### src/rtl/risc_spm_ctrl_p.sv
`default_nettype none
// ============================================================================
//  Module   : risc_spm_ctrl_p
//  Purpose  : Parametrised multi-cycle fetch/decode/execute controller for the
//             RISC stored-program machine datapath, with OR/XOR/BRNZ opcodes,
//             not-taken branch skip, sticky illegal-opcode flag and
//             single-step / halt-resume control.
//  Revision : 1.0  initial release
// ============================================================================
module risc_spm_ctrl_p #(
    parameter int WORD_W = 8,
    parameter int REG_AW = 2
) (
    input  logic                   clk,
    input  logic                   rst,
    input  logic [WORD_W-1:0]      instruction,
    input  logic                   Zflag,
    input  logic                   step_mode,
    input  logic                   resume,
    output logic [(1<<REG_AW)-1:0] Load_R,
    output logic                   Load_PC,
    output logic                   Inc_PC,
    output logic                   Load_IR,
    output logic                   Load_Add_R,
    output logic                   Load_Reg_Y,
    output logic                   Load_Reg_Z,
    output logic                   write,
    output logic [REG_AW:0]        Sel_Bus_1_Mux,
    output logic [1:0]             Sel_Bus_2_Mux,
    output logic                   halted,
    output logic                   err
);

    localparam int             NREG      = 1 << REG_AW;
    localparam logic [REG_AW:0] C_SEL1_PC = (REG_AW+1)'(NREG);

    localparam logic [1:0] C_SEL2_ALU  = 2'd0;
    localparam logic [1:0] C_SEL2_BUS1 = 2'd1;
    localparam logic [1:0] C_SEL2_MEM  = 2'd2;

    localparam logic [3:0] C_OP_NOP  = 4'h0;
    localparam logic [3:0] C_OP_ADD  = 4'h1;
    localparam logic [3:0] C_OP_SUB  = 4'h2;
    localparam logic [3:0] C_OP_AND  = 4'h3;
    localparam logic [3:0] C_OP_NOT  = 4'h4;
    localparam logic [3:0] C_OP_RD   = 4'h5;
    localparam logic [3:0] C_OP_WR   = 4'h6;
    localparam logic [3:0] C_OP_BR   = 4'h7;
    localparam logic [3:0] C_OP_BRZ  = 4'h8;
    localparam logic [3:0] C_OP_OR   = 4'h9;
    localparam logic [3:0] C_OP_XOR  = 4'hA;
    localparam logic [3:0] C_OP_BRNZ = 4'hB;
    localparam logic [3:0] C_OP_HALT = 4'hF;

    typedef enum logic [3:0] {
        S_IDLE = 4'd0,
        S_FET1 = 4'd1,
        S_FET2 = 4'd2,
        S_DEC  = 4'd3,
        S_EXE  = 4'd4,
        S_RD1  = 4'd5,
        S_RD2  = 4'd6,
        S_WR1  = 4'd7,
        S_WR2  = 4'd8,
        S_BR1  = 4'd9,
        S_BR2  = 4'd10,
        S_HALT = 4'd11
    } state_t;

    state_t state_q, state_d;
    logic   err_q, err_d;

    logic [3:0]        w_opcode;
    logic [REG_AW-1:0] w_dst;
    logic [REG_AW-1:0] w_src;
    logic              w_taken;
    state_t            w_end_state;

    assign w_opcode    = instruction[WORD_W-1 -: 4];
    assign w_dst       = instruction[2*REG_AW-1 -: REG_AW];
    assign w_src       = instruction[REG_AW-1:0];
    // Conditional branches: BRZ on Z set, BRNZ on Z clear.
    assign w_taken     = ((w_opcode == C_OP_BRZ)  &&  Zflag) ||
                         ((w_opcode == C_OP_BRNZ) && !Zflag);
    // Where every instruction goes once it completes.
    assign w_end_state = step_mode ? S_HALT : S_FET1;
    assign err         = err_q;

    // State and sticky error register; reset forces IDLE immediately.
    always_ff @(posedge clk or negedge rst) begin
        if (!rst) begin
            state_q <= S_IDLE;
            err_q   <= 1'b0;
        end else begin
            state_q <= state_d;
            err_q   <= err_d;
        end
    end

    // Next-state and datapath strobes, decoded from state, opcode and Zflag.
    always_comb begin
        state_d       = state_q;
        err_d         = err_q;
        Load_R        = '0;
        Load_PC       = 1'b0;
        Inc_PC        = 1'b0;
        Load_IR       = 1'b0;
        Load_Add_R    = 1'b0;
        Load_Reg_Y    = 1'b0;
        Load_Reg_Z    = 1'b0;
        write         = 1'b0;
        Sel_Bus_1_Mux = '0;
        Sel_Bus_2_Mux = C_SEL2_ALU;
        halted        = 1'b0;
        case (state_q)
            S_IDLE: state_d = S_FET1;
            S_FET1: begin
                Sel_Bus_1_Mux = C_SEL1_PC;
                Sel_Bus_2_Mux = C_SEL2_BUS1;
                Load_Add_R    = 1'b1;
                state_d       = S_FET2;
            end
            S_FET2: begin
                Sel_Bus_2_Mux = C_SEL2_MEM;
                Load_IR       = 1'b1;
                Inc_PC        = 1'b1;
                state_d       = S_DEC;
            end
            S_DEC: begin
                case (w_opcode)
                    C_OP_NOP: state_d = w_end_state;
                    C_OP_ADD, C_OP_SUB, C_OP_AND, C_OP_OR, C_OP_XOR: begin
                        Sel_Bus_1_Mux = {1'b0, w_src};
                        Sel_Bus_2_Mux = C_SEL2_BUS1;
                        Load_Reg_Y    = 1'b1;
                        state_d       = S_EXE;
                    end
                    C_OP_NOT: begin
                        Sel_Bus_1_Mux = {1'b0, w_src};
                        Sel_Bus_2_Mux = C_SEL2_ALU;
                        Load_Reg_Z    = 1'b1;
                        Load_R[w_dst] = 1'b1;
                        state_d       = w_end_state;
                    end
                    C_OP_RD, C_OP_WR, C_OP_BR: begin
                        Sel_Bus_1_Mux = C_SEL1_PC;
                        Sel_Bus_2_Mux = C_SEL2_BUS1;
                        Load_Add_R    = 1'b1;
                        state_d       = (w_opcode == C_OP_RD) ? S_RD1 :
                                        (w_opcode == C_OP_WR) ? S_WR1 : S_BR1;
                    end
                    C_OP_BRZ, C_OP_BRNZ: begin
                        if (w_taken) begin
                            Sel_Bus_1_Mux = C_SEL1_PC;
                            Sel_Bus_2_Mux = C_SEL2_BUS1;
                            Load_Add_R    = 1'b1;
                            state_d       = S_BR1;
                        end else begin
                            // Step the PC over the unused target address word.
                            Inc_PC  = 1'b1;
                            state_d = w_end_state;
                        end
                    end
                    C_OP_HALT: state_d = S_HALT;
                    default: begin
                        err_d   = 1'b1;
                        state_d = S_HALT;
                    end
                endcase
            end
            S_EXE: begin
                Sel_Bus_1_Mux = {1'b0, w_dst};
                Sel_Bus_2_Mux = C_SEL2_ALU;
                Load_Reg_Z    = 1'b1;
                Load_R[w_dst] = 1'b1;
                state_d       = w_end_state;
            end
            S_RD1, S_WR1: begin
                Sel_Bus_2_Mux = C_SEL2_MEM;
                Load_Add_R    = 1'b1;
                Inc_PC        = 1'b1;
                state_d       = (state_q == S_RD1) ? S_RD2 : S_WR2;
            end
            S_RD2: begin
                Sel_Bus_2_Mux = C_SEL2_MEM;
                Load_R[w_dst] = 1'b1;
                state_d       = w_end_state;
            end
            S_WR2: begin
                Sel_Bus_1_Mux = {1'b0, w_src};
                write         = 1'b1;
                state_d       = w_end_state;
            end
            S_BR1: begin
                Sel_Bus_2_Mux = C_SEL2_MEM;
                Load_Add_R    = 1'b1;
                state_d       = S_BR2;
            end
            S_BR2: begin
                Sel_Bus_2_Mux = C_SEL2_MEM;
                Load_PC       = 1'b1;
                state_d       = w_end_state;
            end
            S_HALT: begin
                halted = 1'b1;
                // An illegal opcode can only be cleared by reset.
                if (resume && !err_q) state_d = S_FET1;
            end
            default: state_d = S_IDLE;
        endcase
    end

endmodule
`default_nettype wire
### config.mk
export PLATFORM = sky130hd
export DESIGN_NAME = risc_spm_ctrl_p
export DESIGN_NICKNAME = d
export VERILOG_FILES = /design/src/rtl/risc_spm_ctrl_p.sv
export SDC_FILE = /design/constraint.sdc
export NUM_CORES = 1
export LEC_CHECK = 0
export CORE_ASPECT_RATIO = 1.1
export CORE_MARGIN = 10
export CORE_UTILIZATION = 42
export DETAILED_ROUTE_END_ITERATION = 12
export PLACE_DENSITY = 0.78
export SYNTH_ARGS = -nofsm -noshare
export SYNTH_HDL_FRONTEND = slang
export SYNTH_SLANG_ARGS = --single-unit
### constraint.sdc
create_clock -name clk -period 1.79 [get_ports clk]
set_input_delay 0.2685 -clock clk [delete_from_list [all_inputs] [get_ports clk]]
set_output_delay 0.2685 -clock clk [all_outputs]
set_load 0.01 [all_outputs]
# Word-level counts from Yosys, hierarchy flattened
# Index checks and enable logic that the tools add are counted.
# W data, S select, Z words.
classes:
  reduce_logical: 23
  n_mux: 32
  n_eq_ne: 24
  magnitude_cmp: 2
  n_bitwise: 1
op_table:
  columns: ["operator", "n"]
  rows:
  - ["$eq A4 B4 Y1 const B", 9]
  - ["$eq A4 B3 Y1 const B", 8]
  - ["$pmux W4 S8", 1]
  - ["$mux W4", 7]
  - ["$eq A4 B2 Y1 const B", 4]
  - ["$pmux W4 S4", 1]
  - ["$reduce_or A13 Y1", 1]
  - ["$mux W1", 12]
  - ["$pmux W3 S4", 1]
  - ["$reduce_or A6 Y1", 2]
  - ["$pmux W1 S2", 5]
  - ["$pmux W3 S3", 1]
  - ["$eq A4 B1 Y1 const B", 2]
  - ["$logic_not A4 Y1", 2]
  - ["$pmux W4 S2", 1]
  - ["$reduce_or A2 Y1", 4]
  - ["$reduce_or A4 Y1", 2]
  - ["$reduce_or A8 Y1", 1]
  - ["$pmux W2 S3", 1]
  - ["$reduce_or A3 Y1", 2]
  - ["$reduce_or A5 Y1", 1]
  - ["$logic_and A1 B1 Y1", 4]
  - ["$lt A2 B3 Y1 const B", 1]
  - ["$mux W3", 1]
  - ["7 further kinds", 8]
word_totals:
  register_bits: 5
  input_bits: 13

# Depth between registers and ports, before layout
# Gate-level depths: netlist (run 1).
depth:
  ltp_word: 6
  ltp_mapped: 5
  mapped_depth_nobuf: 4

# Worst setup path after synthesis (run 1)
# No wires, ideal clock.
synth_path:
  path_kind: "register -> output"
  startpoint: "register state_q[3]"
  endpoint: "output port Sel_Bus_1_Mux[0]"
  slack_ps: 143
  n_path_buf: 0
  required_ps: 1521
  arrival_ps: 1379
  stages_incl_launch_ff: 5
  cell_sequence: "dfrtp_1 or2b_2 nor3_1 o21bai_2 a32o_2"
synth_between:
  elab_chain_len: 2
synth_rtl:
  columns: ["item", "line", "text"]
  rows:
  - ["start, declared", "70", "state_t state_q, state_d;"]
  - ["start signal, assigned", "95", "state_q <= state_d;"]
  - ["$eq A4 B4 Y1, or another cell as far along", "115", "case (state_q)"]
  - ["$pmux W3 S4 *", "115", null]
  - ["end, declared", "28", "output logic [REG_AW:0] Sel_Bus_1_Mux,"]
# Every way passes the cells marked *; elsewhere a longest branch is shown, timed or not.

# Final worst setup path (run 1)
layout_path:
  startpoint: "register state_q[0]"
  endpoint: "output port Load_R[3]"
layout_between:
  elab_chain_len: 3
layout_rtl:
  columns: ["item", "line", "text"]
  rows:
  - ["$eq A4 B3 Y1", "115", null]
  - ["$reduce_or A2 Y1 (no line)", null, null]
  - ["$pmux W4 S2 *", "115", null]
  - ["end, declared", "20", "output logic [(1<<REG_AW)-1:0] Load_R,"]
# Marks and branches as above.

==> results of run 1 <==
-- sequential cells by signal (all words and copies together) (netlist names) --
signal,cells
state_q,4
err,1
-- final cells by class --
class                      instances  area share, %
clock buffer                       4          1.863
inverter                           6          1.597
multi-input combinational         81          46.67
sequential                         5          9.051
tap                               17          1.508
timing repair buffer              68          39.31
-- layer usage --
metal | vias to the layer above | track usage (%)
met1 | 519 | 18.20
met4 | 0 | 12.36
met5 | - | 0
met2 | 84 | 32.47
li1 | 505 | -
met3 | 28 | 5.138
-- cell usage after synthesis, types with 2 or more instances --
| cell | instances | share of area [%] |
|---|---|---|
| sky130_fd_sc_hd__nor2_1 | 16 | 8.2 |
| sky130_fd_sc_hd__a21oi_1 | 7 | 4.8 |
| sky130_fd_sc_hd__nor3_1 | 7 | 4.8 |
| sky130_fd_sc_hd__o21ai_0 | 7 | 4.8 |
| sky130_fd_sc_hd__inv_1 | 6 | 3.1 |
| sky130_fd_sc_hd__nand2_1 | 6 | 3.1 |
| sky130_fd_sc_hd__dfrtp_1 | 5 | 17 |
| sky130_fd_sc_hd__clkbuf_8 | 4 | 7.5 |
| sky130_fd_sc_hd__nor3b_1 | 4 | 4.1 |
| sky130_fd_sc_hd__a31oi_1 | 3 | 2.6 |
| sky130_fd_sc_hd__nand2b_1 | 3 | 2.6 |
| sky130_fd_sc_hd__a32o_1 | 2 | 2.7 |
| sky130_fd_sc_hd__a32o_2 | 2 | 3.1 |
| sky130_fd_sc_hd__buf_2 | 2 | 1.4 |
-- final timing paths --
path                                          endpoint  slack (ps)  cells after the start
worst max-delay path                         Load_R[3]        -170                      6
worst min-delay path                   err$_DFFE_PN0P_         250                      1
worst max register to register  state_q[1]$_DFFE_PN0P_         120                      6
worst min register to register         err$_DFFE_PN0P_         540                      1
max in group asynchronous       state_q[0]$_DFFE_PN0P_        1310                      1
min in group clk                       err$_DFFE_PN0P_         540                      1
-- critical path, delay by kind of cell (launching register included) --
| family | cells | cell delay, ps |
|---|---|---|
| AOI/OAI and AO/OA | 1 | 210 |
| buffers and inverters | 2 | 270 |
| DFF | 1 | 460 |
| and+or+nand+nor | 3 | 500 |
-- through the flow --
stage               setup WS (ps)  total power, mW
floorplan                   142.9           0.8835
global placement           -707.7            1.482
detailed placement         -706.0            1.532
CTS                        -85.89            1.800
global route               -200.6            2.063
finish                     -170.5            1.946
-- cell usage in the layout, fill, tap and decap left out, types with 2 or more instances in the layout --
| cell type | count |
|---|---|
| sky130_fd_sc_hd__nor2_2 | 3 |
| sky130_fd_sc_hd__nand2_1 | 6 |
| sky130_fd_sc_hd__a31oi_1 | 2 |
| sky130_fd_sc_hd__a21oi_1 | 4 |
| sky130_fd_sc_hd__dfrtp_1 | 3 |
| sky130_fd_sc_hd__clkdlybuf4s50_1 | 8 |
| sky130_fd_sc_hd__a32o_1 | 2 |
| sky130_fd_sc_hd__buf_6 | 11 |
| sky130_fd_sc_hd__buf_2 | 12 |
| sky130_fd_sc_hd__nand2b_1 | 2 |
| sky130_fd_sc_hd__buf_4 | 30 |
| sky130_fd_sc_hd__dfrtp_2 | 2 |
| sky130_fd_sc_hd__clkbuf_4 | 3 |
| sky130_fd_sc_hd__dlygate4sd2_1 | 4 |
| sky130_fd_sc_hd__o21ai_0 | 6 |
| sky130_fd_sc_hd__clkbuf_2 | 2 |
| sky130_fd_sc_hd__nor2_1 | 10 |
| sky130_fd_sc_hd__nor3_1 | 4 |
| sky130_fd_sc_hd__a21oi_2 | 3 |
| sky130_fd_sc_hd__inv_1 | 6 |
| sky130_fd_sc_hd__o21ai_1 | 2 |
| sky130_fd_sc_hd__a32o_2 | 2 |
| sky130_fd_sc_hd__nor3b_1 | 3 |
| sky130_fd_sc_hd__nor2_4 | 3 |
| sky130_fd_sc_hd__nor3_4 | 2 |
-- report_power, final --
| part | switching (mW) | internal (mW) | total [mW] |
|---|---|---|---|
| Sequential | 0.0824 | 0.171 | 0.254 |
| Combinational | 0.785 | 0.768 | 1.55 |
| Clock | 0.0543 | 0.0848 | 0.139 |
-- logic make-up after synthesis --
| family | Yosys count | synth area share [%] |
|---|---|---|
| AND/OR/NAND/NOR | 47 | 35.28 |
| buffers and inverters | 14 | 14.04 |
| AO/OA/AOI/OAI | 34 | 33.56 |
| flip-flops | 5 | 17.12 |
-- what timing repair did --
action | 4_1_cts | 5_1_grt
cloned | 0 | 0
resized for setup | 96 | 23
endpoints found under the setup margin | 17 | 14
buffers inserted | 5 | 1
pin swaps | 11 | 6
==> results summary, run 1 <==
The flow ran to the end, but the final reports show violations. The checks that failed: negative setup slack. Once detailed placement completed, the half-perimeter wirelength came to approximately 2.3 mm. The final instance area came out at approximately 1400 um^2. The initial utilization of the core area, before any placement, comes to a little under half. The post-route core utilization is between 80% and 90%. The number of synthesized flops with an enable pin came out at 0. After detailed routing, the number of vias per cell comes to about 6.3. For this block, the routed nets add up to ~3.8 mm of wire. In this run the deepest clock path goes through 2 buffers.

The cell sitting at the root of the clock tree is a sky130_fd_sc_hd__clkbuf_4. The share of the clock period used by the worst path is 109.5%. Setup repair after global routing could not meet its margin everywhere. The number of antenna diodes in the final layout is 0. The worst path setup slack after routing is -170.5 ps. The synthesized area is roughly 730 um^2. The post-detailed-placement cell area came out at about 1200 um^2. The routed design uses about 1.9 mm of met2 wire. TritonCTS built the clock tree. The die covers around 3800 um^2. In the synthesized netlist the dominant register cell turns out to be sky130_fd_sc_hd__dfrtp_1. The max-slew violation count was 0. The final net count is 178. Summing all flip-flop and latch instances after layout gives 127.6 um^2. Once detail routing completed, the nets flagged for antenna violations numbered 0.

Of the cells placed in the final design, the portion with a size suffix greater than 1 is 54.88%. After detailed routing, no signal wire sits above met4. The routed length on met1 is between 1 and 1.5 mm.

The die width is ~60 um. Among the stages of the critical path, the cell type that occurs most often is sky130_fd_sc_hd__buf_6. The first TritonRoute pass finished after 4 iterations. The post-synthesis async set-or-reset flop share came out at 100.0%. The number of levels in the clock H-tree is 1. In this run the power density over the cells is ~1400 nW/um^2. The via count of the first global-routing pass came to 1200. Derived from the worst setup path, the maximum achievable clock frequency is roughly 510 MHz. The detailed router placed about 1100 vias in this run. The final setup skew came out at approximately 3.2 ps. In this run the critical register-to-register path is launched from state_q[0]$_DFFE_PN0P_. The total of flip-flops plus latches after synthesis came out at 5. The type of the most critical hold path is in2async. The total I/O pin count came out at 31. The final standard cell count with taps included and fillers excluded came out at around 180. Measured against its own limit, the worst slew margin works out to ~80%. The leakage dissipation is 0.6612 nW. Averaged over all synthesized cells, the footprint is about 7.3 um^2.

The signal on the critical path passes through buf_6, and4bb_2, a31oi_4, nand2b_4, nor2_4, buf_6. The accumulated negative setup slack came out at -491.9 ps. The average detailed-routed wire length per instance came out at between 20 and 25 um. The tool flagged a number of max-cap violations equal to 0.

At the worst endpoint, the arrival time is about 1700 ps. The total setup violations reported at the end of the flow is 6. At the pin with the least slew margin, the transition time is between 200 and 300 ps. Routability-driven placement finished with a final weighted congestion of 0.8314. The count of mapped cells out of synthesis is 100. The placed instance count is 171. Relative to the synthesized area, the layout overhead comes to 92.98%.

By startpoint and endpoint, the worst setup path is classified as reg2out. The data required time at the worst endpoint is between 1500 and 2000 ps. The overflow left after global routing is 0. The number of hold buffers added after CTS was 0.

The area of combinational cells with multiple inputs came out at 658.1 um^2. The net count of the mapped netlist came out at between 100 and 150. The global routing usage summed across all routing layers came out at between 10% and 20%. The first-pass GRT wire length came out at ~5.7 mm. The clock insertion delay at the later pin of the skew report came out at 250 ps.

The final hold slack came out at roughly 250 ps. After synthesis, the netlist uses 40 different library cells. The y dimension of the die is 63.75 um.

Of all nets on the critical path, the largest fanout is 5. The port buffer count came out at 30. The count of routing violations after the opening detailed-route iteration came out at 32. For the finished layout, the period the worst path requires is ~2000 ps. The total clock sinks came out at 5. The floorplan step defined a core boundary enclosing approximately 1600 um^2. The number of warning messages in the yosys log is 0. STA classifies the critical path startpoint as a flop. The final number of hold-violating endpoints came out at 0. The portion of the post-synthesis area used by sequential elements came out at 17.12%. The largest individual stage delay along the critical path comes from the cell sky130_fd_sc_hd__dfrtp_2. The routed wire length on met3 is 302 um. The initialized floorplan defines 15 standard-cell rows.

The number of buffers created by CTS is 3. The largest single stage delay on the critical path is about 460 ps. Tracing the worst setup path back leads to its startpoint at state_q[0]$_DFFE_PN0P_.

The remaining routing DRC violations came out at 0. The maximum ir drop on the vdd rail is 1.035 mV. The pin count of the biggest net entering global routing came out at 12. STA classifies the critical path endpoint as an output pin. The CTS clock-pin slew for the worst setup and hold paths is about 50 ps. The number of filler cells placed in the layout came out at 85. The initial antenna violation count came out at 0.
No activity file was read; power rests on OpenSTA's default activity.
==> run 2, diff against run 1 <==
--- a/config.mk
+++ b/config.mk
@@ -10,6 +10,8 @@
 export CORE_UTILIZATION = 42
 export DETAILED_ROUTE_END_ITERATION = 12
 export PLACE_DENSITY = 0.78
+export RECOVER_POWER = 100
 export SYNTH_ARGS = -nofsm -noshare
 export SYNTH_HDL_FRONTEND = slang
 export SYNTH_SLANG_ARGS = --single-unit
+export TNS_END_PERCENT = 20
==> results summary, run 2 (synthesized netlist as in run 1, its figures left out) <==
The initial antenna violation count is 0. The total setup violations reported at the end of the flow came out at 3. The maximum number of buffers from clock root to sink is 2.

The post-route netlist has between 50% and 60% of its cells at a drive strength greater than 1. The CTS clock-pin slew for the worst setup and hold paths came out at approximately 40 ps. The die covers 3810 um^2. The remaining routing DRC violations came out at 0. The detailed-route wire length came out at between 3 and 4 mm. The area growth from synthesis to layout is 84.59%. The final reports fail on negative setup slack. The count of routing violations after the opening detailed-route iteration is 31.

The number of filler cells placed in the layout is between 90 and 100. The leakage dissipation came out at 0.6555 nW. The routed length on met1 is around 1.2 mm. The final instance area came out at about 1300 um^2.

The maximum ir drop on the vdd rail came out at about 1.0 mV. The hold-fix buffer count after cts came out at 0. In this run the worst setup path terminates at Load_R[3]. The routed design uses ~1.8 mm of met2 wire. Max-cap violations in this run came to 0. The number of flip-flops in the largest register is 4. The first detailed-routing pass took 4 iterations. The overflow left after global routing is 0. The worst setup slack for register-to-register paths came out at about 140 ps. The final number of hold-violating endpoints is 0. For this configuration, the core starts out at a cell density of between 40% and 50%. By startpoint and endpoint, the worst setup path is classified as reg2out.

The worst path setup slack after routing came out at -53.24 ps. The max-slew violation count came out at 0. The final critical path time including I/O delays and setup is 1843 ps. TritonCTS built the clock tree.

The tree is rooted in a sky130_fd_sc_hd__clkbuf_4. The routed wire length on met3 came out at around 200 um. STA classifies the critical path startpoint as a flop. The number of diodes is 0.

The total clock sinks came out at 5. The share of the clock period used by the worst path is 103.0%. Once detailed placement completed, the half-perimeter wirelength came to about 2.3 mm. The fmax came out at approximately 540 MHz. The global routing usage summed across all routing layers came out at ~16%.

The library cells used most frequently in the layout, excluding fill and tap cells, are 34 x sky130_fd_sc_hd__buf_4, 12 x sky130_fd_sc_hd__nor2_1, 9 x sky130_fd_sc_hd__buf_2. In this run the critical register-to-register path is launched from state_q[0]$_DFFE_PN0P_. The flow ran to the end, but the final reports show violations. The port buffer count is 30. The last weighted congestion value of the routability-driven placer is 0.8314. The endpoint class of the critical path is an output pin.

The most flop-heavy register is state_q. Measured along the x axis, the die boundary spans around 60 um. The pin count of the biggest net entering global routing is 12. The clock insertion delay at the later pin of the skew report is approximately 240 ps. The critical path starts at state_q[2]$_DFFE_PN0P_. In this run the cell area measured after placement is 1212 um^2. The accumulated negative setup slack came out at -103.6 ps. Of all nets on the critical path, the largest fanout is 3. In the final routed layout, each cell accounts on average for about 18 um. The most common library cell in the layout ignoring fill and taps is sky130_fd_sc_hd__buf_4. The routed layout has 1124 vias. Signal routing reaches up to met4. The standard-cell row count came out at 15. The normalized max-slew margin came out at about 78%.

The path class of the tightest hold or removal check is in2async. Setup repair after global routing could not meet its margin everywhere. Across the routed clock network, the largest skew measured is around 2.1 ps.

The final layout contains approximately 180 nets. STA puts the critical path data required time at roughly 1500 ps. In this run the count of I/O pins placed on the die edge is 31. The first-pass GRT wire length came out at between 5 and 6 mm. The area of combinational cells with multiple inputs came out at slightly above 600 um^2. The post-route total power is 1.828 mW. The register cell area after layout is between 100 and 150 um^2. The via count of the first global-routing pass is about 1100.

Using the TritonRoute via totals, the vias-per-cell ratio works out to between 6 and 7. The pre-CTS setup slack came out at -706.0 ps. The core region is 1614 um^2. The number of levels in the clock H-tree is 1. The number of cell instances on the worst register-to-register path is 6.

The y dimension of the die came out at around 64 um. The arrival time of data at the critical path endpoint came out at roughly 1600 ps. The endpoint identified for the worst register-to-register timing path is state_q[1]$_DFFE_PN0P_. The slew at the pin with the worst max-slew slack is 332.8 ps.

The number of buffers created by CTS is 3. The count of nets left with antenna violations once routing finished came out at 0. The power per standard cell area came out at around 1400 nW/um^2.
[run 2: timing repair]
action                     in CTS  in global routing
buffers inserted                2                  5
setup endpoints to repair      17                 15
pin swaps                       7                  4
gates cloned                    0                  0
resized for setup              72                 28
[run 2: where the power goes]
| part | internal (mW) | switching, mW |
|---|---|---|
| logic | 0.719 | 0.730 |
| registers | 0.171 | 0.0795 |
| clock network | 0.0841 | 0.0440 |
| total | 0.975 | 0.854 |
[run 2: area by class of cell]
| type | instances | share of cell area [%] |
|---|---|---|
| Inverter | 6 | 1.670 |
| Sequential cell | 5 | 9.462 |
| Clock buffer | 4 | 1.948 |
| Multi-Input combinational cell | 81 | 45.36 |
| Timing Repair Buffer | 69 | 39.98 |
| Tap cell | 17 | 1.577 |
[run 2: worst min-delay path by stage]
stage | depth (start not counted) | start | to
floorplan | 0 | rst | err$_DFFE_PN0P_
global placement | 1 | err$_DFFE_PN0P_ | err$_DFFE_PN0P_
detailed placement | 1 | err$_DFFE_PN0P_ | err$_DFFE_PN0P_
CTS | 1 | rst | err$_DFFE_PN0P_
global route | 1 | rst | state_q[3]$_DFFE_PN0P_
finish | 1 | rst | err$_DFFE_PN0P_
[run 2: layer usage]
| metal | vias up | track usage, % |
|---|---|---|
| li1 | 506 | - |
| met1 | 551 | 16.85 |
| met2 | 53 | 28.35 |
| met3 | 14 | 3.953 |
| met4 | 0 | 7.303 |
| met5 | - | 0 |
[run 2: worst max-delay path, cell delays in order, from the launching register on]
cell	delay (ps)
sky130_fd_sc_hd__dfrtp_1	400
sky130_fd_sc_hd__and4bb_2	370
sky130_fd_sc_hd__a31oi_4	110
sky130_fd_sc_hd__nand2b_4	170
sky130_fd_sc_hd__nor2_1	130
sky130_fd_sc_hd__buf_2	160
[run 2: per-stage QoR]
stage	std cells	util [%]	hold WS (ps)
floorplan	100	-	-27.09
global placement	171	75.12	463.5
detailed placement	171	75.12	472.4
CTS	177	79.92	257.5
global route	182	83.57	324.6
finish	182	83.57	323.8
==> run 3, diff against run 2 <==
--- a/config.mk
+++ b/config.mk
@@ -9,6 +9,7 @@
 export CORE_MARGIN = 10
 export CORE_UTILIZATION = 42
 export DETAILED_ROUTE_END_ITERATION = 12
+export GPL_ROUTABILITY_DRIVEN = 0
 export PLACE_DENSITY = 0.78
 export RECOVER_POWER = 100
 export SYNTH_ARGS = -nofsm -noshare
==> results of run 3 <==
The final DEF is identical to that of run 2; final timing and power are the same.
